File: src/rtl/paddle_pos_capture.sv
// paddle_pos_capture: measures how many scanlines the paddle comparator stays
// high after the pad enable window opens, and publishes that count as an 8-bit
// position with a one-cycle valid strobe.
// Optional feature macro: PADCAP_FILTER_EN. When it is defined, a fall of
// pad_out must persist for FILTER_LEN samples before it is accepted.
module paddle_pos_capture #(
  parameter int FILTER_LEN = 4
) (
  input  logic       clk_sys,
  input  logic       reset_n,
  input  logic       hsync,
  input  logic       pad_en_n,
  input  logic       pad_out,
  output logic [7:0] pos,
  output logic       pos_valid,
  output logic       timeout,
  output logic       busy
);

  typedef enum logic [1:0] {IDLE, MEAS, DONE} state_t;

  state_t     state_q, state_d;
  logic       hsync_q, hsync_prev_q, pad_en_n_q, pad_out_q;
  logic [7:0] cnt_q, cnt_d;
  logic [7:0] pos_q, pos_d;
  logic       pos_valid_q, pos_valid_d;
  logic       timeout_q, timeout_d;
  logic       busy_q, busy_d;

  logic       tick;
  logic       fall_ok;
  logic [7:0] fall_val, close_val;

  assign tick = hsync_q & ~hsync_prev_q;

`ifdef PADCAP_FILTER_EN
  logic [3:0] run_q, run_d;
  logic [7:0] first_q, first_d;

  // Debounce the fall: count consecutive low samples, remember cnt at the first one
  always_comb begin
    run_d     = 4'd0;
    first_d   = first_q;
    fall_ok   = 1'b0;
    fall_val  = cnt_q;
    close_val = cnt_q;
    if (state_q == MEAS && !pad_out_q) begin
      run_d     = (run_q == 4'hF) ? run_q : run_q + 4'd1;
      if (run_q == 4'd0) first_d = cnt_q;
      fall_val  = (run_q == 4'd0) ? cnt_q : first_q;
      close_val = fall_val;
      fall_ok   = ({1'b0, run_q} + 5'd1) >= 5'(FILTER_LEN);
    end
  end
`else
  logic filt_len_unused;
  assign filt_len_unused = (FILTER_LEN > 0);

  // Without the filter a single low sample is a fall
  always_comb begin
    fall_ok   = ~pad_out_q;
    fall_val  = cnt_q;
    close_val = cnt_q;
  end
`endif

  // Measurement FSM: next state, line counter and capture outputs
  always_comb begin
    state_d     = state_q;
    cnt_d       = cnt_q;
    pos_d       = pos_q;
    timeout_d   = timeout_q;
    pos_valid_d = 1'b0;
    case (state_q)
      IDLE: begin
        if (pad_en_n_q) begin
          state_d = MEAS;
          cnt_d   = 8'd0;
        end
      end
      MEAS: begin
        if (fall_ok) begin
          pos_d       = fall_val;
          timeout_d   = 1'b0;
          pos_valid_d = 1'b1;
          state_d     = DONE;
        end else if (!pad_en_n_q) begin
          pos_d       = close_val;
          timeout_d   = 1'b1;
          pos_valid_d = 1'b1;
          state_d     = IDLE;
        end else if (tick) begin
          if (cnt_q == 8'hFF) begin
            pos_d       = 8'hFF;
            timeout_d   = 1'b1;
            pos_valid_d = 1'b1;
            state_d     = DONE;
          end else begin
            cnt_d = cnt_q + 8'd1;
          end
        end
      end
      DONE: begin
        if (!pad_en_n_q) state_d = IDLE;
      end
      default: state_d = IDLE;
    endcase
    busy_d = (state_d == MEAS);
  end

  // All state, input registers and registered outputs
  always_ff @(posedge clk_sys) begin
    if (!reset_n) begin
      state_q      <= IDLE;
      hsync_q      <= 1'b0;
      hsync_prev_q <= 1'b0;
      pad_en_n_q   <= 1'b0;
      pad_out_q    <= 1'b0;
      cnt_q        <= 8'd0;
      pos_q        <= 8'd0;
      pos_valid_q  <= 1'b0;
      timeout_q    <= 1'b0;
      busy_q       <= 1'b0;
`ifdef PADCAP_FILTER_EN
      run_q        <= 4'd0;
      first_q      <= 8'd0;
`endif
    end else begin
      state_q      <= state_d;
      hsync_q      <= hsync;
      hsync_prev_q <= hsync_q;
      pad_en_n_q   <= pad_en_n;
      pad_out_q    <= pad_out;
      cnt_q        <= cnt_d;
      pos_q        <= pos_d;
      pos_valid_q  <= pos_valid_d;
      timeout_q    <= timeout_d;
      busy_q       <= busy_d;
`ifdef PADCAP_FILTER_EN
      run_q        <= run_d;
      first_q      <= first_d;
`endif
    end
  end

  assign pos       = pos_q;
  assign pos_valid = pos_valid_q;
  assign timeout   = timeout_q;
  assign busy      = busy_q;

endmodule

File: config.mk
export PLATFORM = sky130hd
export DESIGN_NAME = paddle_pos_capture
export DESIGN_NICKNAME = d
export VERILOG_FILES = /design/src/rtl/paddle_pos_capture.sv
export SDC_FILE = /design/constraint.sdc
export NUM_CORES = 1
export LEC_CHECK = 0
export CORE_MARGIN = 1.5
export CORE_UTILIZATION = 55
export CTS_BUF_LIST = sky130_fd_sc_hd__clkbuf_16
export DETAILED_ROUTE_END_ITERATION = 10
export GPL_ROUTABILITY_DRIVEN = 0
export PLACE_DENSITY_LB_ADDON = 0.2
export RECOVER_POWER = 100
export SLEW_MARGIN = 20
export SYNTH_ARGS = -nofsm -noshare
export SYNTH_HDL_FRONTEND = slang
export SYNTH_SLANG_ARGS = --single-unit
File: constraint.sdc
create_clock -name clk_sys -period 3.05 [get_ports clk_sys]
set_input_delay 0.305 -clock clk_sys [delete_from_list [all_inputs] [get_ports clk_sys]]
set_output_delay 0.305 -clock clk_sys [all_outputs]
set_load 0.02 [all_outputs]
==> results of run 1 <==
sequential cells by signal, summed over array words and instances (netlist names):
name / flops
pos_valid: 1
pad_out_q: 1
busy: 1
hsync_prev_q: 1
close_val: 8
pos: 8
state_q: 2
pad_en_n_q: 1
hsync_q: 1
timeout: 1
layer usage:
metal | vias up | part of all wire | track usage
met5 | - | 0 | 0
met1 | 427 | 0.47 | 0.287
met3 | 2 | 0.027 | 0.0231
li1 | 424 | - | -
met2 | 16 | 0.50 | 0.359
met4 | 0 | 0.0079 | 0.0611
cell usage in the layout (no fill, tap or decap):
| cell | instances |
|---|---|
| dfxtp_1 | 25 |
| dlygate4sd3_1 | 12 |
| nand2_1 | 10 |
| o221a_2 | 9 |
| o2111ai_1 | 6 |
| a2111o_1 | 6 |
| and2_1 | 5 |
| nand4_1 | 4 |
| inv_1 | 3 |
| nand3_1 | 3 |
| a21oi_1 | 3 |
| nor3_1 | 3 |
| clkbuf_16 | 3 |
| clkdlybuf4s50_1 | 3 |
| or4_1 | 1 |
| nand2b_1 | 1 |
| a31oi_1 | 1 |
| a21o_1 | 1 |
| and2_2 | 1 |
| nand3b_1 | 1 |
| or3b_1 | 1 |
| and4bb_2 | 1 |
| o211ai_1 | 1 |
| o211a_1 | 1 |
| o21ai_0 | 1 |
| o22a_1 | 1 |
| o31ai_1 | 1 |
| and2_0 | 1 |
| a21boi_0 | 1 |
| and3_2 | 1 |
| ha_1 | 1 |
| clkinv_2 | 1 |
| clkbuf_1 | 1 |
worst paths after layout:
kind / start / end / slack, ns / depth (start not counted)
worst max-delay path: close_val[0] / timeout / 0.58 / 5
worst min-delay path: hsync_q / hsync_prev_q / 0.50 / 1
worst max register to register: close_val[0] / timeout / 0.58 / 5
worst min register to register: hsync_q / hsync_prev_q / 0.50 / 1
metrics by stage:
| step | setup WS [ns] | instance area (µm²) | hold slack [ns] |
|---|---|---|---|
| final | 0.581 | 1270 | 0.502 |
| after global routing | 0.351 | 1270 | 0.524 |
| after CTS | 0.832 | 1300 | 0.502 |
| after detailed placement | 0.921 | 1220 | 0.476 |
| after global placement | 1.10 | 1220 | 0.465 |
| after floorplan | 1.23 | 1060 | 0.432 |
logic make-up after synthesis:
logic type | synth area share
simple gates | 0.180
compound gates | 0.294
fa+ha+maj | 0.0118
flops | 0.472
buf+inv | 0.0425
cell type report:
class                      instances  area, µm²
fill                             144        490
timing repair buffer              16        154
inverter                           3       11.3
tap                               25       31.3
multi-input combinational         66        497
sequential                        25        500
clock inverter                     1       5.00
clock buffer                       3       75.1
worst max-delay path: cells and delay by family (launching register included):
| family | cells | cell delay (ns) |
|---|---|---|
| AO/OA/AOI/OAI | 2 | 0.97 |
| AND/OR/NAND/NOR | 2 | 0.73 |
| adder cells (fa/ha/maj) | 1 | 0.26 |
| flip-flops | 1 | 0.45 |
report_power, final:
| part | switching, mW | internal [mW] | total, mW |
|---|---|---|---|
| Sequential | 0.00988 | 0.338 | 0.348 |
| Clock | 0.107 | 0.176 | 0.283 |
| Combinational | 0.0300 | 0.0263 | 0.0563 |
| Total | 0.147 | 0.541 | 0.688 |
==> results.cfg, run 1 <==
[die]
die_area_um2 = 2200
die_h_um = 46.9
start_util = 0.601
core_um2 = 1760
die_x_um = 46.9
num_io_pins = 16
fp-row-count = 15

[setup_path]
crit_chain = ha_1, nand4_1, or4_1, a31oi_1, o221a_2
start_kind = flop
required_ns = 3.25
slowest_stage = a31oi_1
path_class = reg -> reg
slowest_delay_ns = 0.64
cp_max_fo = 10
arrival_ns = 2.67
crit_path_end_kind = flop

[final_layout]
diodes = 0
final_util = 0.722
final_cells = 139
layout-drive-gt1-share = 0.140
final_nets = 121
syn2layout_area_growth_pct = 20.0

[synthesis]
synth-seq-cells = 25
async_flop_share = 0
syn_inst = 100
synth-edff-count = 0
syn-cell-area_um2 = 1060
synth_most_common_cell = dfxtp_1
yosys-top-cells-area = dfxtp_1 (47%), o221a_2 (9.6%), a2111o_1 (6.4%)
yosysTopAreaCell = dfxtp_1
synth_flop_cell = dfxtp_1
avgSynthCellArea_um2 = 10.6
yosys-top-cells-count = dfxtp_1 (25), nand2_1 (10), o221a_2 (9)
netlist.area_leader.share = 0.472
synthDistinctLibCells = 31
synth_fp_nets = 106
seq_area_frac_synth = 0.472
yosys_warnings = 0

[routing]
drt_iter0_markers = 24
avgViaCountPerCell = 6.25
dr.pass1.iters = 4
remaining_drc_errors = 0
vias = 869
wl_mm = 2.14
antenna_left = 0
wl_per_cell_um = 15.4

[sta]
finalMaxSlewViolations = 0
slew_headroom = 0.345
fin_tns_setup_ns = 0
fin_crit_sh = 0.809
rsz0062_at_grt = no
setup_viol = 0
max_freq_mhz = 405
finClkSkew_ns = 0.00291
tightestPinTransition_ns = 0.979
fin_crit_ns = 2.47
hold_viol = 0

[global_route]
antenna_found_initial = 0
grt_max_degree = 24
grt_usage = 0.212
overflow = 0
grt_pass1_vias = 768
grt_pass1_wl_mm = 3.43

[pwr]
total_power_mw = 0.688
ir_drop_v = 0.000359
p_per_area_nw_per_um2 = 540
power_leakage_nw = 0.509

[clock_tree]
clock_sinks = 25
cts_setup_buffers = 0
clk_transition_reported_paths_ns = 0.06
cts.path.max_buffers = 2
cts-buffers-inserted = 3
cts_hold_buf = 0
clk_latency_ns = 0.25
cts-root-buf = clkbuf_16
htree_num_levels = 1
ctsResizeCount = 0
cts_tree = yes

[placement]
io_buffer_count = 15
dpl.hpwl_mm = 1.47
dp_cells = 135

[run_status]
status = finished clean

[worst_hold_path]
hold_class = reg -> reg

[run]
cap_violations = 0
Note: power is estimated with default switching activity, not from simulation.
==> run 2: changes to the inputs <==
- CORE_UTILIZATION: 55 -> 46
- clock period: 3.05 -> 2.03 ns (I/O delays scaled with it)
==> results.cfg, run 2 (synthesis results as in run 1) <==
[die]
die_h_um = 51.0
die_x_um = 51.0
core_um2 = 2190
start_util = 0.484
num_io_pins = 16
fp-row-count = 17
die_area_um2 = 2600

[final_layout]
mostFrequentLayoutCell = dfxtp_1
fillers = 193
layout-drive-gt1-share = 0.178
final_nets = 125
final_cell_mix = dfxtp_1 (25), dlygate4sd3_1 (12), nand2_1 (10)
syn2layout_area_growth_pct = 24.9
final_cells = 146
diodes = 0
multi_input_area_um2 = 515
postLayoutCellArea_um2 = 1330
final_util = 0.605
regArea_um2 = 500

[setup_path]
cp_max_fo = 10
crit_path_end_kind = flop
arrival_ns = 2.11
required_ns = 2.23
r2r_slack_ns = 0.12
path_class = reg -> reg
start_kind = flop

[sta]
fin_crit_sh = 0.943
slew_headroom = 0.464
finalMaxSlewViolations = 0
setup_viol = 0
fin_tns_setup_ns = 0
worst_slack_ns = 0.116
hold_viol = 0
fin_crit_ns = 1.91
max_freq_mhz = 522
tightestPinTransition_ns = 0.804
rsz0062_at_grt = no
finClkSkew_ns = 0.00207
whs_ns = 0.490

[routing]
vias = 875
remaining_drc_errors = 0
drt_iter0_markers = 22
antenna_left = 0
dr.pass1.iters = 5
wl_mm = 2.03
wl_per_cell_um = 13.9
avgViaCountPerCell = 5.99

[global_route]
grt_usage = 0.168
grt_max_degree = 23
grt_pass1_vias = 788
overflow = 0
grt_pass1_wl_mm = 3.39
antenna_found_initial = 0

[pwr]
switchingPower_mw = 0.222
p_per_area_nw_per_um2 = 781
p_int_mw = 0.814
power_frac_comb = 0.087
power_leakage_nw = 0.532
total_power_mw = 1.04
clock_power_share = 0.409
ir_drop_v = 0.000371
switching_share = 0.214
seqPwrFrac = 0.503

[clock_tree]
clk_transition_reported_paths_ns = 0.06
cts-root-buf = clkbuf_16
clock_sinks = 25
htree_num_levels = 1
cts.path.max_buffers = 2
clk_latency_ns = 0.25
cts_hold_buf = 0
cts_tree = yes
ctsResizeCount = 0
cts-buffers-inserted = 3
cts_setup_buffers = 0

[run_status]
status = finished clean

[placement]
dpl_cell_area_um2 = 1250
dp_worst_setup_slack_ns = 0.159
dp_cells = 142
dpl.hpwl_mm = 1.44
io_buffer_count = 15

[run]
cap_violations = 0

[worst_hold_path]
hold_class = reg -> reg
run 2: critical path, cell delays in order, from the launching register on:
cell and delay (ns):
dfxtp_1 0.33, ha_1 0.24, nand4_1 0.18, or4_4 0.54, a31oi_4 0.33, o221a_2 0.24
run 2: layout make-up:
type / count / share of cell area
clock inverter: 1 / 0.00283
tap: 28 / 0.0264
inverter: 3 / 0.00850
clock buffer: 3 / 0.0567
multi-input combinational: 66 / 0.389
timing repair buffer: 20 / 0.139
sequential: 25 / 0.378
run 2: per-layer routing:
layer  vias to the layer above  part of all wire  global-route usage  wire length (µm)
met5                         -                 0                   0                 0
met4                         0            0.0049              0.0766                10
met3                         2             0.039              0.0175                79
met2                        21              0.47               0.268               946
met1                       416              0.49               0.227               993
li1                        436                 -                   -                 -
run 2: final timing paths:
path | from | cells after the start | to
max | close_val[0] | 5 | timeout
min | hsync_q | 1 | hsync_prev_q
max reg2reg | close_val[0] | 5 | timeout
min reg2reg | hsync_q | 1 | hsync_prev_q
run 2: power by group through the flow:
stage	clock network [mW]	logic, mW	registers, mW
6_report	0.424	0.0903	0.521
5_1_grt	0.448	0.0981	0.523
4_1_cts	0.428	0.0957	0.522
3_5_place_dp	0	0.0954	0.533
3_3_place_gp	0	0.0939	0.532
2_1_floorplan	0	0.0457	0.543
==> run 3: changes to the inputs <==
- ABC_AREA: unset -> 0
- HOLD_SLACK_MARGIN: unset -> 0.15
==> results of run 3 <==
No change in the layout: final DEF, timing and power equal those of run 2.
